### config.mk
export PLATFORM = sky130hd
export DESIGN_NAME = addsub_seq
export DESIGN_NICKNAME = d
export VERILOG_FILES = /design/src/rtl/addsub_seq.sv
export SDC_FILE = /design/constraint.sdc
export NUM_CORES = 1
export LEC_CHECK = 0
export CORE_MARGIN = 5
export CORE_UTILIZATION = 57
export CTS_BUF_LIST = sky130_fd_sc_hd__clkbuf_8
export DETAILED_ROUTE_END_ITERATION = 10
export PLACE_DENSITY = 0.92
export SLEW_MARGIN = 0
export SYNTH_ARGS = -nofsm -noshare
export SYNTH_HDL_FRONTEND = slang
export SYNTH_SLANG_ARGS = --single-unit
### constraint.sdc
create_clock -name clk -period 5.45 [get_ports clk]
set_input_delay 1.09 -clock clk [delete_from_list [all_inputs] [get_ports clk]]
set_output_delay 1.09 -clock clk [all_outputs]
set_load 0.05 [all_outputs]
### src/rtl/addsub_seq.sv
// Multi-cycle add/subtract: one SLICE-bit chunk per clock, with a registered carry between chunks.
// Result and flags are published together when the last slice completes.
module addsub_seq #(
    parameter int unsigned WIDTH = 32,
    parameter int unsigned SLICE = 8
) (
    input  logic             clk,
    input  logic             rst,
    input  logic             in_valid,
    output logic             in_ready,
    input  logic [WIDTH-1:0] a,
    input  logic [WIDTH-1:0] b,
    input  logic             sub,
    output logic             out_valid,
    input  logic             out_ready,
    output logic [WIDTH-1:0] s,
    output logic             co,
    output logic             ov,
    output logic             zf,
    output logic             nf
);

    localparam int unsigned N  = WIDTH / SLICE;
    localparam int unsigned CW = (N > 1) ? $clog2(N) : 1;

    typedef enum logic [1:0] {StIdle, StCalc, StDone} state_e;

    state_e           state_q, state_d;
    logic [WIDTH-1:0] a_q, a_d, b_q, b_d, r_q, r_d, s_q, s_d;
    logic             carry_q, carry_d;
    logic [CW-1:0]    cnt_q, cnt_d;
    logic             co_q, co_d, ov_q, ov_d, zf_q, zf_d, nf_q, nf_d;

    logic [SLICE-1:0] a_sl, b_sl;
    logic [SLICE:0]   sum;
    logic             last;

    always_comb begin
        a_sl = a_q[int'(cnt_q) * SLICE +: SLICE];
        b_sl = b_q[int'(cnt_q) * SLICE +: SLICE];
        sum  = {1'b0, a_sl} + {1'b0, b_sl} + {{SLICE{1'b0}}, carry_q};
        last = (cnt_q == CW'(N - 1));
    end

    always_comb begin
        state_d = state_q;
        a_d     = a_q;
        b_d     = b_q;
        r_d     = r_q;
        s_d     = s_q;
        carry_d = carry_q;
        cnt_d   = cnt_q;
        co_d    = co_q;
        ov_d    = ov_q;
        zf_d    = zf_q;
        nf_d    = nf_q;

        unique case (state_q)
            StIdle: begin
                if (in_valid) begin
                    a_d     = a;
                    b_d     = sub ? ~b : b;
                    carry_d = sub;
                    cnt_d   = '0;
                    state_d = StCalc;
                end
            end
            StCalc: begin
                // r_q is a private accumulator so s stays stable until the op completes
                r_d[int'(cnt_q) * SLICE +: SLICE] = sum[SLICE-1:0];
                carry_d = sum[SLICE];
                cnt_d   = cnt_q + CW'(1);
                if (last) begin
                    s_d     = r_d;
                    co_d    = sum[SLICE];
                    // carry into the MSB recovered from its sum bit: a ^ b' ^ s
                    ov_d    = a_q[WIDTH-1] ^ b_q[WIDTH-1] ^ r_d[WIDTH-1] ^ sum[SLICE];
                    zf_d    = (r_d == '0);
                    nf_d    = r_d[WIDTH-1];
                    cnt_d   = '0;
                    state_d = StDone;
                end
            end
            StDone: begin
                if (out_ready) begin
                    state_d = StIdle;
                end
            end
            default: state_d = StIdle;
        endcase
    end

    always_ff @(posedge clk) begin
        if (rst) begin
            state_q <= StIdle;
            a_q     <= '0;
            b_q     <= '0;
            r_q     <= '0;
            s_q     <= '0;
            carry_q <= 1'b0;
            cnt_q   <= '0;
            co_q    <= 1'b0;
            ov_q    <= 1'b0;
            zf_q    <= 1'b0;
            nf_q    <= 1'b0;
        end else begin
            state_q <= state_d;
            a_q     <= a_d;
            b_q     <= b_d;
            r_q     <= r_d;
            s_q     <= s_d;
            carry_q <= carry_d;
            cnt_q   <= cnt_d;
            co_q    <= co_d;
            ov_q    <= ov_d;
            zf_q    <= zf_d;
            nf_q    <= nf_d;
        end
    end

    assign in_ready  = (state_q == StIdle) && !rst;
    assign out_valid = (state_q == StDone);
    assign s         = s_q;
    assign co        = co_q;
    assign ov        = ov_q;
    assign zf        = zf_q;
    assign nf        = nf_q;

endmodule

Word level (Yosys, flattened, before mapping)
Index checks and enable logic that the tools add are counted.

cells by class
  add/subtract/negate cells = 4
  multipliers = 0
  div/mod/pow operators = 0
  magnitude comparators = 0
  eq/ne operators = 6
  shifts and indexed selects = 4
  mux-type cells = 11
  bitwise logic cells = 4
  reduce and logical (&&, ||, !) cells = 9

operators by type and width
  cell                                                    count
  indexed part select 32 x 6 -> 8 bit                     2
  negator 5 -> 34 bit                                     1
  variable shift 8 x 34 -> 32 bit (first input constant)  1
  indexed part select 8 x 34 -> 32 bit                    1
  bitwise mux 32 bit                                      1
  logical NOT 32 bit                                      1
  two-way mux 32 bit                                      1
  inverter 32 bit                                         1
  two-way mux 2 bit                                       5
  adder 8 x 8 -> 9 bit                                    1
  adder 9 x 1 -> 9 bit                                    1
  one-hot mux 2 bit (3 select lines)                      1
  AND reduction 2 bit                                     3
  == test 2 bit (second input constant)                   2
  != test 2 bit (second input constant)                   2
  one-hot mux 2 bit (2 select lines)                      1
  AND reduction 3 bit                                     1
  bitwise XOR 1 bit                                       3
  adder 2 x 1 -> 2 bit (second input constant)            1
  == test 2 x 1 -> 1 bit (second input constant)          1
  logical NOT 2 bit                                       1
  != test 2 x 1 -> 1 bit (second input constant)          1
  one-hot mux 1 bit (2 select lines)                      1
  nonzero test 2 bit                                      1
  3 further kinds                                         3

storage, ports and cells
  bits in registers = 137
  latch bits = 0
  RAM bits = 0
  ROM bits = 0
  input bits = 69
  output and inout bits = 38
  logic and storage cells = 49
  memories kept = 0

Longest topological paths before layout
  depth in word-level cells = 7
  mapped depth = 13
  depth with buffers taken out = 11

Worst setup path after synthesis
OpenSTA, ideal clock, no wires.

  path type = input to output
  from = in rst
  to = out in_ready
  data arrival time = 2523 ps
  data required time = 4360 ps
  path slack = 1837 ps
  cell stages on the path = 3
  path buffers = 2
  path through = clkbuf_1 -> clkbuf_1 -> nor3_1

between the ends
  word-level cells in the longest chain between the ends = 2

ends and longest elaborated chain
  what               RTL line  source
  from (decl)        8         input logic rst,
  logical NOT 1 bit  121       assign in_ready = (state_q == StIdle) && !rst;
  logical AND 1 bit  121
  to (decl)          10        output logic in_ready,

No other way between the ends.

Worst setup path in the final report
  from = reg cnt_q[0]
  to = reg zf_q (netlist: zf)

between the ends
  word-level cells in the longest chain between the ends = 6
  elaborated cells between the ends (all ways) = 11
  those cells by class = 3 x add/sub; 1 x eq/ne; 4 x shift; 1 x mux; 2 x reduce/logical

ends and longest elaborated chain
  what                                                           RTL line  source
  from (decl)                                                    31        logic [CW-1:0] cnt_q, cnt_d;
  from (signal assigned)                                         113       cnt_q <= cnt_d;
  indexed part select 32 x 6 -> 8 bit, on equally long branches  39, 40
  adder 8 x 8 -> 9 bit                                           41        sum = {1'b0, a_sl} + {1'b0, b_sl} + {{SLICE{1'b0}}, carry_q};
  adder 9 x 1 -> 9 bit                                           41
  indexed part select 8 x 34 -> 32 bit                           70        r_d[int'(cnt_q) * SLICE +: SLICE] = sum[SLICE-1:0];
  bitwise mux 32 bit                                             70
  logical NOT 32 bit                                             78        zf_d = (r_d == '0);
  to (signal assigned)                                           116       zf_q <= zf_d;
  to (decl)                                                      32        logic co_q, co_d, ov_q, ov_d, zf_q, zf_d, nf_q, nf_d;

Parallel ways exist; a longest one is shown, timed or not.
A chain may end at the register's enable or synchronous reset.

==> results.cfg <==
[cells_and_area]
layoutNonFillerInstCount = 926
final_common_cell = dfxtp_1
utilization_pct = 72.0
areaGrowthSynthToFinish_pct = 23.8
final_cell_mix = 136 x dfxtp_1, 109 x nor2_1, 104 x clkdlybuf4s50_1
drive_above_1_share_pct = 9.16
nets = 857
diodes = 0

[timing]
finalHoldViolCount = 0
rsz0062_at_grt = false
max_freq_ghz = 0.250
finalCriticalPeriod_ps = 4010
skew_ps = 9.82
finalSetupViolCount = 0
slew_viol_final = 0
setup_tns_ps = 0
tightest_slew_ps = 909
maxSlewHeadroom_pct = 39.4
final.period_utilization_pct = 73.5

[power_and_ir_drop]
clockPowerShare_pct = 38.0
power.switching_uw = 678
peakVddDrop_v = 0.000183
p_comb_share_pct = 17.3
swShare_pct = 27.8
p_per_area_nw_per_um2 = 314
p_leak_nw = 2.75
pwr-share-seq_pct = 44.7
p_int_mw = 1.77

[floorplan]
start_util_pct = 58.1
fp.dieH_um = 115
die_x_um = 115
dieArea_um2 = 13200
fp.coreArea_um2 = 10800
num_rows = 38
io_pins = 107

[grt]
grt_antenna_before_repair = 0
grt_pass1_wl_um = 26500
track_usage_pct = 25.3
grt-ovfl-total = 0
first_global_vias = 5308
grt_max_degree = 91

[placed_design]
port_buffers = 106
dp_cells = 894
place.gp.congestion = 0.976
hpwl_um = 12000

[clocking]
clock_sinks = 136
clockBufferDepth = 2
cts_tree = done
postCtsHoldBufs = 0
ctsResizeCount = 0
path_clk_slew_ps = 80
cts_setup_buffers = 0
cts_made_buffers = 17
h-tree-depth = 4
clockRootBuffer = clkbuf_8
clock_latency_ps = 440

[yosys]
synthArstFlopShare_pct = 0
synthTopCellsByArea = dfxtp_1 43%, a211oi_1 10%, nor2_1 6.5%, mux4_2 5.7%, xnor2_1 5.2%
postSynthCellCount = 698
synth_seq_area_share_pct = 43.4
avgSynthCellArea_um2 = 8.99
yosysWarnings = 0
synth_edf_count = 0
yosysTopAreaCell = dfxtp_1
synthFlopType = dfxtp_1
yosysUniqueCellTypes = 53
synth-seq-cells = 136
yosysTopAreaCellShare_pct = 43.4
synth_area_um2 = 6270
synth_fp_nets = 782

[route]
dr_total_vias = 5491
via_per_inst = 5.93
antenna_left = 0
dr.pass1.iters = 5
routedWlPerCell_um = 17.9
drc_errors = 0
drtIter0Drc = 560
drt_wl_total_um = 16500

[worst_setup_path]
worstSetupEndpointType = flop
crit_chain = buf_4, mux4_2, fa_1, inv_1, fa_1, xnor2_1, a22oi_1, nand4_1, nor4_2, nand4_1, or4_1, o21ai_1
worst_path_max_delay_cell = dfxtp_1
start_kind = flop
cpPeakStageDelay_ps = 750
critical_path_buf_inv_count = 2
crit_family = simple AND/OR/NAND/NOR gates
critPathMaxFanout = 17
path_class = flop to flop
worst_ep_required_time_ps = 5820
arrival_ps = 4380
r2r_slack_ps = 1440

[worst_hold_path]
hold_class = flop to flop

[outcome]
status = finished clean

[run]
maxCapViolCount = 0
## area by class of cell
cell class,instances,area (um2)
clock buffer,20,275
clock inverter,12,173
fill,773,3020
inverter,12,45.0
multi-input combinational,492,3270
sequential,136,2720
tap,140,175
timing repair buffer,114,1110
## synth_stat cells, types with 5 or more instances
cell type,n
clkbuf_1,44
nand2_1,77
ha_1,13
nor2_1,109
a22oi_1,20
a211oi_1,84
nor3_1,12
dfxtp_1,136
nand3_1,5
o21ai_0,6
mux4_2,16
inv_1,12
a21oi_1,47
xnor2_1,37
## kinds of logic after synthesis
logic type                 synth area share (%)
xor gates and xnor gates                   5.84
DFF                                        43.4
buffers and inverters                      4.81
AOI/OAI and AO/OA                          20.8
and+or+nand+nor                            16.0
muxes                                      5.90
adders and majority gates                  3.23
## power by group through the flow
| stage | registers [mW] | logic (mW) | clock network (mW) |
|---|---|---|---|
| after floorplan | 1.10 | 0.295 | 0 |
| after global placement | 1.11 | 0.399 | 0 |
| after detailed placement | 1.11 | 0.417 | 0 |
| after CTS | 1.09 | 0.419 | 0.926 |
| after global routing | 1.10 | 0.462 | 0.977 |
| final | 1.09 | 0.423 | 0.928 |
## routing by layer
metal	up-vias	wire (um)	global-route usage, %
met3	40	1050	5.32
met2	242	8300	43.1
li1	2632	-	-
met5	-	0	0
met4	0	446	10.5
met1	2577	6740	31.3
## worst register-to-register path: stages (launching register included)
cell	delay [ps]
dfxtp_1	750
buf_4	330
mux4_2	560
fa_1	440
inv_1	90
fa_1	200
xnor2_1	170
a22oi_1	290
nand4_1	170
nor4_2	220
nand4_1	120
or4_1	480
o21ai_1	140
## state kept, by name, summed over array words and instances (netlist names)
name,count
a_q,32
b_q,32
r_q,32
s,32
cnt_q,2
state_q,2
carry_q,1
co,1
ov,1
zf,1
## per-stage QoR
step / total power, mW / instance area [um2] / worst slack (ps) / hold slack, ps
3_5_place_dp: 1.53 / 7320 / 1490 / 448
5_1_grt: 2.54 / 7770 / 1270 / 483
2_1_floorplan: 1.39 / 6270 / 1840 / 433
4_1_cts: 2.44 / 7770 / 1460 / 458
6_report: 2.44 / 7770 / 1440 / 461
3_3_place_gp: 1.51 / 7320 / 1640 / 443
## final timing paths
path / start / cells past startpoint / end
hold reg to reg: a_q[16] / 2 / a_q[16]
setup reg to reg: cnt_q[0] / 12 / zf
setup / recovery: cnt_q[0] / 12 / zf
hold / removal: a_q[16] / 2 / a_q[16]
Power figures use the tool's default switching activity.
